--- config.mk ---
export PLATFORM = sky130hd
export DESIGN_NAME = bitstream_uart_tx
export DESIGN_NICKNAME = d
export VERILOG_FILES = /design/src/rtl/bitstream_uart_tx.sv
export SDC_FILE = /design/constraint.sdc
export NUM_CORES = 1
export LEC_CHECK = 0
export ABC_AREA = 0
export CAP_MARGIN = 20
export CORE_MARGIN = 5
export CORE_UTILIZATION = 45
export DETAILED_ROUTE_END_ITERATION = 8
export PLACE_DENSITY_LB_ADDON = 0.08
export SYNTH_ARGS = -nofsm -noshare
export SYNTH_HDL_FRONTEND = slang
export SYNTH_SLANG_ARGS = --single-unit
--- constraint.sdc ---
create_clock -name CLK -period 3.3 [get_ports CLK]
set_input_delay 0.825 -clock CLK [delete_from_list [all_inputs] [get_ports CLK]]
set_output_delay 0.825 -clock CLK [all_outputs]
set_load 0.02 [all_outputs]
--- src/rtl/bitstream_uart_tx.sv ---
// Serialises 32-bit configuration words onto a UART line as four 8N1 bytes.
// Tx, word_ready and word_done are all registered; reset is asynchronous and active high.
module bitstream_uart_tx #(
   parameter int unsigned CLKS_PER_BIT    = 104,
   parameter int unsigned MSB_FIRST_BYTES = 1
) (
   input  logic        CLK,
   input  logic        reset,
   input  logic [31:0] word_data,
   input  logic        word_valid,
   output logic        word_ready,
   output logic        Tx,
   output logic        busy,
   output logic        word_done,
   output logic [15:0] word_count
);

   if (CLKS_PER_BIT < 2 || CLKS_PER_BIT > 65535) begin : gen_param_check
      $error("CLKS_PER_BIT must be in 2..65535");
   end

   typedef enum logic [1:0] {StIdle, StStart, StData, StStop} state_e;

   localparam logic [15:0] BitReload = 16'(CLKS_PER_BIT - 1);

   state_e      state_q, state_d;
   logic [15:0] cnt_q, cnt_d;
   logic [2:0]  bit_idx_q, bit_idx_d;
   logic [1:0]  byte_idx_q, byte_idx_d;
   logic [31:0] word_q, word_d;
   logic        tx_q, tx_d;
   logic        word_ready_q, word_ready_d;
   logic        word_done_q, word_done_d;
   logic [15:0] word_count_q, word_count_d;
   logic        bit_end;
   logic [1:0]  byte_sel;
   logic [7:0]  cur_byte;

   always_ff @(posedge CLK or posedge reset) begin
      if (reset) begin
         state_q      <= StIdle;
         cnt_q        <= 16'd0;
         bit_idx_q    <= 3'd0;
         byte_idx_q   <= 2'd0;
         word_q       <= 32'd0;
         tx_q         <= 1'b1;
         word_ready_q <= 1'b1;
         word_done_q  <= 1'b0;
         word_count_q <= 16'd0;
      end else begin
         state_q      <= state_d;
         cnt_q        <= cnt_d;
         bit_idx_q    <= bit_idx_d;
         byte_idx_q   <= byte_idx_d;
         word_q       <= word_d;
         tx_q         <= tx_d;
         word_ready_q <= word_ready_d;
         word_done_q  <= word_done_d;
         word_count_q <= word_count_d;
      end
   end

   // cnt_q counts down the remaining cycles of the current bit; zero marks its last cycle.
   always_comb begin
      state_d    = state_q;
      cnt_d      = cnt_q;
      bit_idx_d  = bit_idx_q;
      byte_idx_d = byte_idx_q;
      word_d     = word_q;
      bit_end    = (cnt_q == 16'd0);
      case (state_q)
         StIdle: begin
            if (word_valid && word_ready_q) begin
               state_d    = StStart;
               cnt_d      = BitReload;
               word_d     = word_data;
               bit_idx_d  = 3'd0;
               byte_idx_d = 2'd0;
            end
         end
         StStart: begin
            if (bit_end) begin
               state_d   = StData;
               cnt_d     = BitReload;
               bit_idx_d = 3'd0;
            end else begin
               cnt_d = cnt_q - 16'd1;
            end
         end
         StData: begin
            if (bit_end) begin
               cnt_d = BitReload;
               if (bit_idx_q == 3'd7) begin
                  state_d = StStop;
               end else begin
                  bit_idx_d = bit_idx_q + 3'd1;
               end
            end else begin
               cnt_d = cnt_q - 16'd1;
            end
         end
         StStop: begin
            if (bit_end) begin
               if (byte_idx_q == 2'd3) begin
                  state_d = StIdle;
               end else begin
                  state_d    = StStart;
                  cnt_d      = BitReload;
                  byte_idx_d = byte_idx_q + 2'd1;
               end
            end else begin
               cnt_d = cnt_q - 16'd1;
            end
         end
         default: state_d = StIdle;
      endcase
   end

   // Outputs are computed from the next state so that they land in registers on the same edge.
   always_comb begin
      byte_sel = (MSB_FIRST_BYTES != 0) ? ~byte_idx_d : byte_idx_d;
      cur_byte = word_d[{byte_sel, 3'b000} +: 8];
      tx_d     = 1'b1;
      case (state_d)
         StStart: tx_d = 1'b0;
         StData:  tx_d = cur_byte[bit_idx_d];
         default: tx_d = 1'b1;
      endcase
      word_ready_d = (state_d == StIdle);
      word_done_d  = (state_q == StStop) && (state_d == StIdle);
      word_count_d = word_count_q + {15'd0, word_done_d};
   end

   assign Tx         = tx_q;
   assign word_ready = word_ready_q;
   assign busy       = ~word_ready_q;
   assign word_done  = word_done_q;
   assign word_count = word_count_q;

endmodule

; Yosys cells after proc, flatten, opt, wreduce, memory -nomap -nowiden
; Cells that the tools add are included.
[word_totals]
regBits = 74
inputBits = 35
romBits = 0
elab_cells = 59
mem_bits_rw = 0
out_inout_bits = 20
latchBits = 0
n_memories = 0
[op_classes]
n_reduce_logical = 7
shifts = 1
eq_ne = 9
n_addsub = 4
n_div = 0
multipliers = 0
magnitude_cmp = 1
bitwise_logic = 2
n_mux = 26
[ops]
columns = operator, count
row1 = 16-bit 2-to-1 mux, 4
row2 = 32-bit 2-to-1 mux, 2
row3 = 16-bit one-hot mux with 3 select lines, 1
row4 = 32-bit by 6-bit variable part select with 8-bit output, 1
row5 = 16-bit by 1-bit adder with 16-bit output, 1
row6 = 16-bit logical NOT, 1
row7 = 2-bit 2-to-1 mux, 8
row8 = "16-bit by 1-bit subtractor with 16-bit output, second input constant", 1
row9 = 3-bit 2-to-1 mux, 4
row10 = 3-bit one-hot mux with 3 select lines, 1
row11 = "2-bit equality test, second input constant", 4
row12 = 2-bit one-hot mux with 4 select lines, 1
row13 = "2-bit by 1-bit equality test with 1-bit output, second input constant", 2
row14 = 2-bit logical NOT, 2
row15 = "3-bit by 4-bit less-than comparator with 1-bit output, second input constant", 1
row16 = 2-bit one-hot mux with 2 select lines, 1
row17 = "3-bit by 1-bit adder with 3-bit output, second input constant", 1
row18 = 1-bit binary-select mux with 3-bit select, 1
row19 = "3-bit equality test, second input constant", 1
row20 = "3-bit != test, second input constant", 1
row21 = "2-bit by 1-bit adder with 2-bit output, second input constant", 1
row22 = 1-bit logical AND, 2
row23 = 1-bit 2-to-1 mux, 2
row24 = "2-bit != test, second input constant", 1
row25 = other kinds (5), 5

; Depth between registers and ports, before layout
; Gate-level depths: netlist of the first run.
[depth]
word_depth = 9
mapped_depth = 17
depth_no_buf = 15

; Least setup slack after synthesis of the first run
; No wires, ideal clock.
[synth_path]
kind = reg-to-reg
from = reg cnt_q[0]
to = reg word_count_q[15], in the netlist word_count[15]
path_stages_with_launch = 15
synth_period_minus_slack_ps = 3504
required_time_ps = 3172
path_slack_ps = -204
n_path_buf = 2
setup_time_ps = 128
t_arrival_ps = 3376
path_cell_list = dfrtp_1 -> inv_1 -> ha_1 -> or4b_1 -> buf_2 -> or4_1 -> a2111o_1 -> o211a_1 -> nor2_1 -> and2_1 -> ha_1 -> and3_1 -> clkbuf_1 -> nand4_1 -> xnor2_1
[synth_via]
elab_chain_len = 6
word_cells_on_any_way = 8
cone_classes = add/sub (1) / mux (4) / reduce/logical (3)
[synth_rtl]
columns = element, line_no
row1 = from (decl), 27  ; logic [15:0] cnt_q, cnt_d;
row2 = from (signal assigned), 52  ; cnt_q <= cnt_d;
row3 = 16-bit logical NOT (*), 70  ; bit_end = (cnt_q == 16'd0);
row4 = 2-bit 2-to-1 mux (on tied branches), "103, 82, 91"
row5 = 2-bit one-hot mux with 4 select lines (*), 71  ; case (state_q)
row6 = named net state_d[1], 26  ; state_e state_q, state_d;
row7 = 2-bit logical NOT (*), -
row8 = named net word_ready_d, 32  ; logic word_ready_q, word_ready_d;
row9 = 1-bit logical AND (*), 130  ; word_done_d = (state_q == StStop) && (state_d == StIdle);
row10 = named net word_done_d, 33  ; logic word_done_q, word_done_d;
row11 = 16-bit by 1-bit adder with 16-bit output (*), 131  ; word_count_d = word_count_q + {15'd0, word_done_d};
row12 = named net word_count_d[15], 34  ; logic [15:0] word_count_q, word_count_d;
row13 = to (signal assigned), 59  ; word_count_q <= word_count_d;
row14 = to (decl), 34
; The timed path passes the listed nets; every way through them passes the cells marked *.
; A chain may end at the register's enable or synchronous reset.

; Worst setup path after layout of the first run
[layout_path]
from = reg cnt_q[1]
to = reg word_count_q[15], in the netlist word_count[15]
; Same word-level chain as after synthesis.

==> results.md, run 1 <==
* Period Utilization, post-route at 0.991
* Number of global-route vias before repair at 2,813
* CTS tree: yes
* Most used DFF post-synth: dfrtp_1
* Avg Vias per Cell at ~5.4
* Final hold vios at 0
* Clock tree buffer depth at 2
* Reg2Reg Setup Slack at 30 ps
* Total wire length at between 7000 and 8000 um
* P per Cell Area at between 600 and 700 nW/um^2
* Critical Path Start: cnt_q[1]$_DFFE_PP0P_
* Die Wd at approximately 100 um
* Pre-Repair DR Iteration Count at 4
* Die ar. at 10,000 um^2
* Layout cell share with drive strength beyond 1 at 0.242
* Tot Pwr at between 3 and 4 mW
* CP arrival at around 3500 ps
* Hold_ws at just under 500 ps
* Syn nets at 372
* Final #Nets at 453
* Worst-margin pin slew at between 600 and 700 ps
* Clock slew at reported path FFs at roughly 70 ps
* Seq cells post-synth at 74
* Initial antenna violation count at 0
* Area grow syn2layout at 31.0%
* Warnings from Yosys at 0
* Worst r2r src: cnt_q[1]$_DFFE_PP0P_
* Antenna Cells at 0
* Placed Cells at between 400 and 500
* Root Driver: clkbuf_8
* Worst path required time at ~3500 ps
* Post-synthesis cell area at around 3700 um^2
* Placement Setup Slack at -70.7 ps
* Post-synth ARST share at 1.00
* Residual DRC at 0
* Antenna-violating nets left at 0
* Most common cell after layout, fill and taps aside: dfrtp_1
* Achievable Freq at 306 MHz
* Worst Hold Class: reg -> reg
* Largest net degree at the start of global routing at 36
* Lkg Pwr at around 2.2 nW
* Crit path to: word_count[15]$_DFF_PP0_
* PortBufs at between 50 and 60
* Max VDD drop at between 0.4 and 0.5 mV
* Placed cell area at around 4500 um^2
* Max_cap viols at 0
* Max H-tree Level at 3
* Most frequent cells in the layout: 72 x dfrtp_1, 54 x clkdlybuf4s50_1, 32 x mux2_2
* R2r endpoint: word_count[15]$_DFF_PP0_
* WL/cell at roughly 15 um
* CTS Hold Bufs at 0
* First-pass GRT wire length at 13,100 um
* Num Clock Sinks at 74
* Std cell rows at 32
* CP Launch Type: flip-flop
* Minimum clock period at 3270 ps
* # fillers at 675
* Core area at 7810 um^2
* Io pins at between 50 and 60
* Status: finished, final reports clean
* DRT iter0 DRCs at 80
* Rel. slew slack at 0.565
* Die height at 100 um
* Post-synth EDFFs at 0
* Sequential fraction of the synthesis area at 0.506
* CTS buffer count at 9
* Final Max Slew Viols at 0
* CP Class: reg -> reg
* Hpwl dp at between 5000 and 6000 um
* Final setup vio count at 0
* Global route overflow at 0
* Placer Congestion at between 0.8 and 0.9
* Avg Cell Area, Syn at about 11 um^2
* RSZ-0062 raised after global routing: true
* Skew final at between 8 and 9 ps
* Hold Crit Start: cnt_q[10]$_DFFE_PP0P_
* Crit end category: flip-flop
* Final Cell Area at ~4800 um^2
* Crit path max fanout at 5
* Clock Latency Late Sink at approximately 340 ps
* Unique cell type count in the Yosys netlist at 51
* Fin worst setup slack at 29.2 ps
* Mapped Cells at 328
* DR vias at 2,768
* GRT Resource Usage Total at 0.162
* Worst R2R Path Depth at 12
* Finished Layout Cells at ~520
* Starting Density at 0.469
## per-layer routing
layer | global-route usage | vias up | routed length (um)
li1 | - | 1340 | -
met1 | 0.235 | 1364 | 3810
met2 | 0.235 | 60 | 3570
met3 | 0.0556 | 4 | 384
met4 | 0.0394 | 0 | 45
met5 | 0 | - | 0
## synthesized netlist by cell type (2+ instances only)
master | instances | area (um^2)
dfstp_2 | 2 | 52.6
or4_1 | 3 | 22.5
nor3b_1 | 2 | 15.0
ha_1 | 9 | 113
nand2_1 | 19 | 71.3
inv_1 | 11 | 41.3
nand3_1 | 14 | 70.1
nor3_1 | 3 | 15.0
nand4_1 | 5 | 31.3
buf_2 | 2 | 10.0
o21ai_0 | 23 | 115
xor2_1 | 2 | 17.5
and3_1 | 6 | 37.5
a22oi_1 | 2 | 15.0
nand2b_1 | 3 | 18.8
mux2i_1 | 23 | 230
a21oi_1 | 11 | 55.1
o31ai_1 | 2 | 15.0
or3_1 | 3 | 18.8
xnor2_1 | 12 | 105
nor4_1 | 2 | 12.5
clkbuf_1 | 10 | 37.5
mux2_2 | 32 | 360
o41ai_1 | 2 | 17.5
o22ai_1 | 4 | 25.0
nor2_1 | 22 | 82.6
a22o_1 | 3 | 26.3
and2_1 | 2 | 12.5
dfrtp_1 | 72 | 1800
## area by class of cell
| cell class | count | area, um^2 | area share |
|---|---|---|---|
| clock buffer | 12 | 145 | 0.0303 |
| multi-input combinational | 228 | 1780 | 0.371 |
| tap | 102 | 128 | 0.0266 |
| clock inverter | 4 | 51.3 | 0.0107 |
| sequential | 74 | 1850 | 0.387 |
| inverter | 13 | 53.8 | 0.0112 |
| timing repair buffer | 83 | 783 | 0.163 |
## repair_timing
action | in CTS | in global routing
gates cloned | 0 | 0
endpoints found under the setup margin | 9 | 16
pin swaps | 0 | 11
resized for setup | 4 | 11
setup buffers | 0 | 7
## how the worst min path moves through the flow
stage,cells past startpoint,end,slack [ps]
finish,1,cnt_q[10]$_DFFE_PP0P_,490
global route,1,word_q[17]$_DFF_PP0_,510
CTS,1,word_count[15]$_DFF_PP0_,480
detailed placement,1,word_count[15]$_DFF_PP0_,470
global placement,1,word_count[15]$_DFF_PP0_,460
floorplan,1,cnt_q[10]$_DFFE_PP0P_,440
## critical path, cell delays in order, from the launching register on
cell	delay (ps)
dfrtp_1	390
inv_2	80
ha_4	120
or4b_4	490
or4_4	580
a2111o_1	430
o211a_1	160
nor2_2	120
and2_4	170
ha_4	160
and3_4	210
nand4_1	100
xnor2_1	140
## metrics by stage
step,setup TNS [ps],util
detailed placement,-212,0.573
global placement,0,0.573
CTS,0,0.601
finish,0,0.614
global route,-682,0.614
floorplan,-259,-
## cell families after synthesis
family / count (synthesis) / share of synthesized area
xor gates and xnor gates: 14 / 0.0335
and+or+nand+nor: 90 / 0.132
muxes: 55 / 0.161
AOI/OAI and AO/OA: 60 / 0.107
buffers and inverters: 26 / 0.0297
DFF: 74 / 0.506
adders and majority gates: 9 / 0.0308
## registers in the layout, summed over array words and instances, names as in the netlist
register    flops
word_ready      1
word_q         32
Tx              1
byte_idx_q      2
word_done       1
cnt_q          16
word_count     16
state_q         2
bit_idx_q       3
## power breakdown
group / internal [mW] / switching [mW]
sequential: 1.17 / 0.0922
clock: 0.371 / 0.324
combinational: 0.588 / 0.582
total: 2.13 / 0.998
No activity file was read; power rests on OpenSTA's default activity.
==> run 2, diff against run 1 <==
--- a/config.mk
+++ b/config.mk
@@ -7,10 +7,9 @@
 export LEC_CHECK = 0
 export ABC_AREA = 0
 export CAP_MARGIN = 20
-export CORE_MARGIN = 5
 export CORE_UTILIZATION = 45
 export DETAILED_ROUTE_END_ITERATION = 8
-export PLACE_DENSITY_LB_ADDON = 0.08
+export PLACE_DENSITY = 0.73
 export SYNTH_ARGS = -nofsm -noshare
 export SYNTH_HDL_FRONTEND = slang
 export SYNTH_SLANG_ARGS = --single-unit
==> run 2 against run 1 <==
Effect of this change: maximum frequency grew 2.2%; final cell count shrank 0.97%; die area shrank 15%; routed wire length shrank 3.9%; final area shrank 1.5%; total power shrank 2.5%; highest routed layer unchanged.
==> results.md, run 2 (same netlist as run 1, synthesis figures left out) <==
* Worst path required time at 3550 ps (+20 ps)
* First-pass GRT wire length at 13,000 um (-0.94%)
* CP Launch Type: flip-flop
* Total wire length at 7510 um (-3.9%)
* Final Util at 0.605 (-0.00946)
* Most frequent cells in the layout: 72 x dfrtp_1, 54 x clkdlybuf4s50_1, 32 x mux2_2
* Lkg Pwr at 2.13 nW (-1.9%)
* Worst Hold Class: reg -> reg
* Final setup vio count at 0 (unchanged)
* Placer Congestion at 0.798 (-0.56%)
* Clock Latency Late Sink at 360 ps (+20 ps)
* Rel. slew slack at 0.556 (-0.00841)
* DR vias at 2,755 (-0.47%)
* CP arrival at 3450 ps (-50 ps)
* Crit path max fanout at 5 (unchanged)
* Max_cap viols at 0 (unchanged)
* Hpwl dp at 5360 um (-2.5%)
* Achievable Freq at 312 MHz (+2.2%)
* WL/cell at 14.7 um (-2.9%)
* TNS Setup at 0 ps (unchanged)
* Top reg by flops: word_q
* Crit end category: flip-flop
* Clock tree buffer depth at 2 (unchanged)
* Critical Path Start: cnt_q[1]$_DFFE_PP0P_
* CP Class: reg -> reg
* PortBufs at 54 (unchanged)
* Status: finished, final reports clean
* Num Clock Sinks at 74 (unchanged)
* Final Cell Area at 4720 um^2 (-1.5%)
* Die ar. at 8500 um^2 (-15%)
* Io pins at 55 (unchanged)
* CTS tree: yes
* Worst r2r src: cnt_q[1]$_DFFE_PP0P_
* Final Max Slew Viols at 0 (unchanged)
* Core area at 7810 um^2 (unchanged)
* Largest register FFs at 32 (unchanged)
* Placed cell area at 4480 um^2 (+0.17%)
* Final #Nets at 448 (-1.1%)
* Die height at 92.2 um (-8.0%)
* Starting Density at 0.469 (unchanged)
* Final hold vios at 0 (unchanged)
* Placement Setup Slack at -11.1 ps (+59.6 ps)
* Period Utilization, post-route at 0.970 (-0.0213)
* Tot Pwr at 3.05 mW (-2.5%)
* Largest net degree at the start of global routing at 33 (-8.3%)
* Die Wd at 92.2 um (-8.0%)
* Most common cell after layout, fill and taps aside: dfrtp_1
* Antenna Cells at 0 (unchanged)
* Hold Crit Start: word_count[15]$_DFF_PP0_
* Fin worst setup slack at 99.4 ps (+70.2 ps)
* Max H-tree Level at 3 (unchanged)
* Minimum clock period at 3200 ps (-70.2 ps)
* CTS buffer count at 9 (unchanged)
* P per Cell Area at 646 nW/um^2 (-0.99%)
* Residual DRC at 0 (unchanged)
* DRT iter0 DRCs at 204 (+160%)
* Antenna-violating nets left at 0 (unchanged)
* RSZ-0062 raised after global routing: false
* Max VDD drop at 0.409 mV (+2.0%)
* Avg Vias per Cell at 5.39 (+0.50%)
* CTS Hold Bufs at 0 (unchanged)
* Global route overflow at 0 (unchanged)
* Root Driver: clkbuf_8
* Worst-margin pin slew at 665 ps (+12.6 ps)
* Initial antenna violation count at 0 (unchanged)
* Reg2Reg Setup Slack at 100 ps (+70 ps)
* GRT Resource Usage Total at 0.196 (+0.0338)
* Clock slew at reported path FFs at 80 ps (about the same)
* Pre-Repair DR Iteration Count at 4 (unchanged)
* Area grow syn2layout at 29.0%
* Skew final at 8.37 ps (-0.263 ps)
* Std cell rows at 32 (unchanged)
* Number of global-route vias before repair at 2,758 (-2.0%)
* Layout cell share with drive strength beyond 1 at 0.227 (-0.0142)
run 2: cell type report:
type                            count  area, um^2
Fill cell                         658        3080
Timing Repair Buffer               78         746
Tap cell                          102         128
Clock buffer                       10         138
Multi-Input combinational cell    228        1760
Clock inverter                      6        41.3
Inverter                           13        53.8
Sequential cell                    74        1850
run 2: routing by layer:
metal | vias to the layer above | GRT usage | wire (um)
met5 | - | 0 | 0
met4 | 0 | 0.0859 | 154
met3 | 12 | 0.0315 | 308
met2 | 61 | 0.301 | 3490
met1 | 1355 | 0.275 | 3550
li1 | 1327 | - | -
run 2: through the flow:
| stage | hold WS [ps] | instances |
|---|---|---|
| global route | 497 | 511 |
| CTS | 477 | 510 |
| detailed placement | 462 | 494 |
| global placement | 460 | 494 |
| floorplan | 442 | 328 |
| finish | 479 | 511 |
run 2: path summary, 6_finish.rpt:
check	to	cells past startpoint
worst max-delay path	word_count[15]$_DFF_PP0_	12
worst min-delay path	word_count[15]$_DFF_PP0_	1
worst max register to register	word_count[15]$_DFF_PP0_	12
worst min register to register	word_count[15]$_DFF_PP0_	1
max in group asynchronous	cnt_q[9]$_DFFE_PP0P_	3
min in group asynchronous	word_count[15]$_DFF_PP0_	2
run 2: worst max-delay path, cell delays in order (launching register included):
cell and delay, ps:
dfrtp_1 380, inv_1 80, ha_2 170, or4b_4 490, or4_4 550, a2111o_1 370, o211a_1 150, nor2_2 100
and2_4 170, ha_4 160, and3_4 210, nand4_1 120, xnor2_1 140
run 2: power breakdown:
group | switching, mW | internal, mW | leakage [nW]
clock network | 0.354 | 0.293 | 0.0847
logic | 0.566 | 0.572 | 1.11
registers | 0.0932 | 1.17 | 0.937
run 2: repair_timing:
action | in CTS | in global routing
resized for setup | 3 | 7
endpoints found under the hold margin | 0 | 0
pin swaps | 0 | 2
endpoints found under the setup margin | 5 | 11
setup buffers | 0 | 1
cloned | 0 | 0
==> run 3, diff against run 2 <==
--- a/config.mk
+++ b/config.mk
@@ -7,9 +7,11 @@
 export LEC_CHECK = 0
 export ABC_AREA = 0
 export CAP_MARGIN = 20
-export CORE_UTILIZATION = 45
+export CORE_UTILIZATION = 49
 export DETAILED_ROUTE_END_ITERATION = 8
-export PLACE_DENSITY = 0.73
+export GPL_TIMING_DRIVEN = 1
+export PLACE_DENSITY = 0.78
+export SLEW_MARGIN = 20
 export SYNTH_ARGS = -nofsm -noshare
 export SYNTH_HDL_FRONTEND = slang
 export SYNTH_SLANG_ARGS = --single-unit
==> run 3 against run 2 <==
Effect of this change: final cell count fell by 0.59%; count of clock-buffer cells in the layout rose by 3; clock power rose by 19%; highest routed layer unchanged; sequential share of layout area fell by 0.73 points; utilization rose by 5.9 points; routed wire length rose by 4.0%; global-route usage rose by 2.7 points; largest cell class unchanged.
==> results.md, run 3 (same netlist as run 1, synthesis figures left out) <==
* Layout cell share with drive strength beyond 1 at 0.240 (+0.0122)
* Num Clock Sinks at 74 (unchanged)
* # fillers at 561 (-15%)
* Std cell rows at 31 (-3.1%)
* Period Utilization, post-route at 0.960 (-0.00996)
* Number of global-route vias before repair at 2,763 (+0.18%)
* Multi-input gate area at 1790 um^2 (+1.4%)
* Hold Crit Depth at 1 (unchanged)
* Final setup vio count at 0 (unchanged)
* PortBufs at 54 (unchanged)
* Pre-Repair DR Iteration Count at 4 (unchanged)
* Crit end category: flip-flop
* Rel. slew slack at 0.514 (-0.0421)
* Total wire length at 7810 um (+4.0%)
* Worst path required time at 3540 ps (about the same)
* Largest net degree at the start of global routing at 33 (unchanged)
* TNS Setup at 0 ps (unchanged)
* Hpwl dp at 5500 um (+2.6%)
* Global route overflow at 0 (unchanged)
* GRT Resource Usage Total at 0.223 (+0.0267)
* Final Util at 0.664 (+0.0587)
* R2r endpoint: word_count[15]$_DFF_PP0_
* Hold Crit Start: word_count[15]$_DFF_PP0_
* CTS Hold Bufs at 0 (unchanged)
* Largest register FFs at 32 (unchanged)
* DRT iter0 DRCs at 183 (-10%)
* Area grow syn2layout at 31.5%
* Final hold vios at 0 (unchanged)
* Die Wd at 88.4 um (-4.1%)
* Worst Hold Class: reg -> reg
* Most frequent cells in the layout: 72 x dfrtp_1, 54 x clkdlybuf4s50_1, 32 x mux2_2
* WL/cell at 15.4 um (+4.6%)
* Io pins at 55 (unchanged)
* Lkg Pwr at 2.16 nW (+1.7%)
* Critical Path Start: cnt_q[1]$_DFFE_PP0P_
* Reg2Reg Setup Slack at 130 ps (+30 ps)
* Residual DRC at 0 (unchanged)
* Max H-tree Level at 3 (unchanged)
* First-pass GRT wire length at 13,300 um (+2.1%)
* Final #Nets at 448 (unchanged)
* Initial antenna violation count at 0 (unchanged)
* DR vias at 2,772 (+0.62%)
* Clock slew at reported path FFs at 80 ps (about the same)
* Status: finished, final reports clean
* Skew final at 10.1 ps (+1.70 ps)
* Top reg by flops: word_q
* Placer Congestion at 0.826 (+3.6%)
* Final Max Slew Viols at 0 (unchanged)
* Clock tree buffer depth at 2 (unchanged)
* CP Launch Type: flip-flop
* Most common cell after layout, fill and taps aside: dfrtp_1
* Core area at 7250 um^2 (-7.1%)
* Tot Pwr at 3.23 mW (+6.0%)
* Worst-margin pin slew at 728 ps (+63.0 ps)
* Crit path max fanout at 5 (unchanged)
* Crit path to: word_count[15]$_DFF_PP0_
* Worst R2R Path Depth at 12 (unchanged)
* CP arrival at 3410 ps (-40 ps)
* CP Class: reg -> reg
* Max VDD drop at 0.319 mV (-22%)
* Max_cap viols at 0 (unchanged)
* Antenna-violating nets left at 0 (unchanged)
* CTS buffer count at 9 (unchanged)
* Minimum clock period at 3170 ps (-32.9 ps)
* Reg area at 1850 um^2 (unchanged)
* Worst r2r src: cnt_q[1]$_DFFE_PP0P_
* Starting Density at 0.505 (+0.0358)
* Antenna Cells at 0 (unchanged)
* CTS tree: yes
* Die ar. at 7820 um^2 (-8.0%)
* Avg Vias per Cell at 5.46 (+1.2%)
* Die height at 88.4 um (-4.1%)
* Clock Latency Late Sink at 350 ps (about the same)
* P per Cell Area at 671 nW/um^2 (+4.0%)
* Achievable Freq at 316 MHz (+1.0%)
* Root Driver: clkbuf_8
run 3: timing repair:
action | in CTS | in global routing
pin swaps | 0 | 7
endpoints found under the setup margin | 10 | 13
buffers inserted | 0 | 2
hold endpoints to repair | 0 | 0
resized for setup | 6 | 11
run 3: worst min-delay path by stage:
stage | slack (ps) | endpoint
6_report | 470 | word_count[15]$_DFF_PP0_
5_1_grt | 490 | word_count[15]$_DFF_PP0_
4_1_cts | 480 | word_count[15]$_DFF_PP0_
3_5_place_dp | 470 | word_count[15]$_DFF_PP0_
3_3_place_gp | 460 | word_count[15]$_DFF_PP0_
2_1_floorplan | 440 | cnt_q[10]$_DFFE_PP0P_
run 3: through the flow:
stage | instance area (um^2) | worst slack [ps] | std cells | hold WS (ps)
floorplan | 3680 | -83.0 | 328 | 442
global placement | 4500 | -6.15 | 490 | 460
detailed placement | 4500 | -133 | 490 | 467
CTS | 4750 | 4.04 | 506 | 478
global route | 4810 | -4.04 | 508 | 488
finish | 4810 | 132 | 508 | 471
run 3: final cells by class:
cell class,instances,share of cell area
inverter,13,0.0112
tap,99,0.0257
clock buffer,13,0.0372
clock inverter,3,0.00910
multi-input combinational,228,0.371
timing repair buffer,78,0.160
sequential,74,0.385
run 3: critical path, stage by stage (launching register included):
cell	delay (ps)
dfrtp_1	390
inv_2	80
ha_4	140
or4b_4	490
or4_4	540
a2111o_1	380
o211a_1	150
nor2_2	100
and2_4	170
ha_4	160
and3_4	210
nand4_1	110
xnor2_1	140
run 3: where the power goes:
part	internal (mW)	switching, mW
Clock	0.434	0.335
Combinational	0.601	0.592
Sequential	1.17	0.0987
Total	2.21	1.03
run 3: metal layers:
metal  up-vias  global-route usage  routed length (um)
li1       1331                   -                   -
met1      1383               0.304                3620
met2        48               0.357                3880
met3        10              0.0420                 217
met4         0              0.0821                  90
met5         -                   0                   0
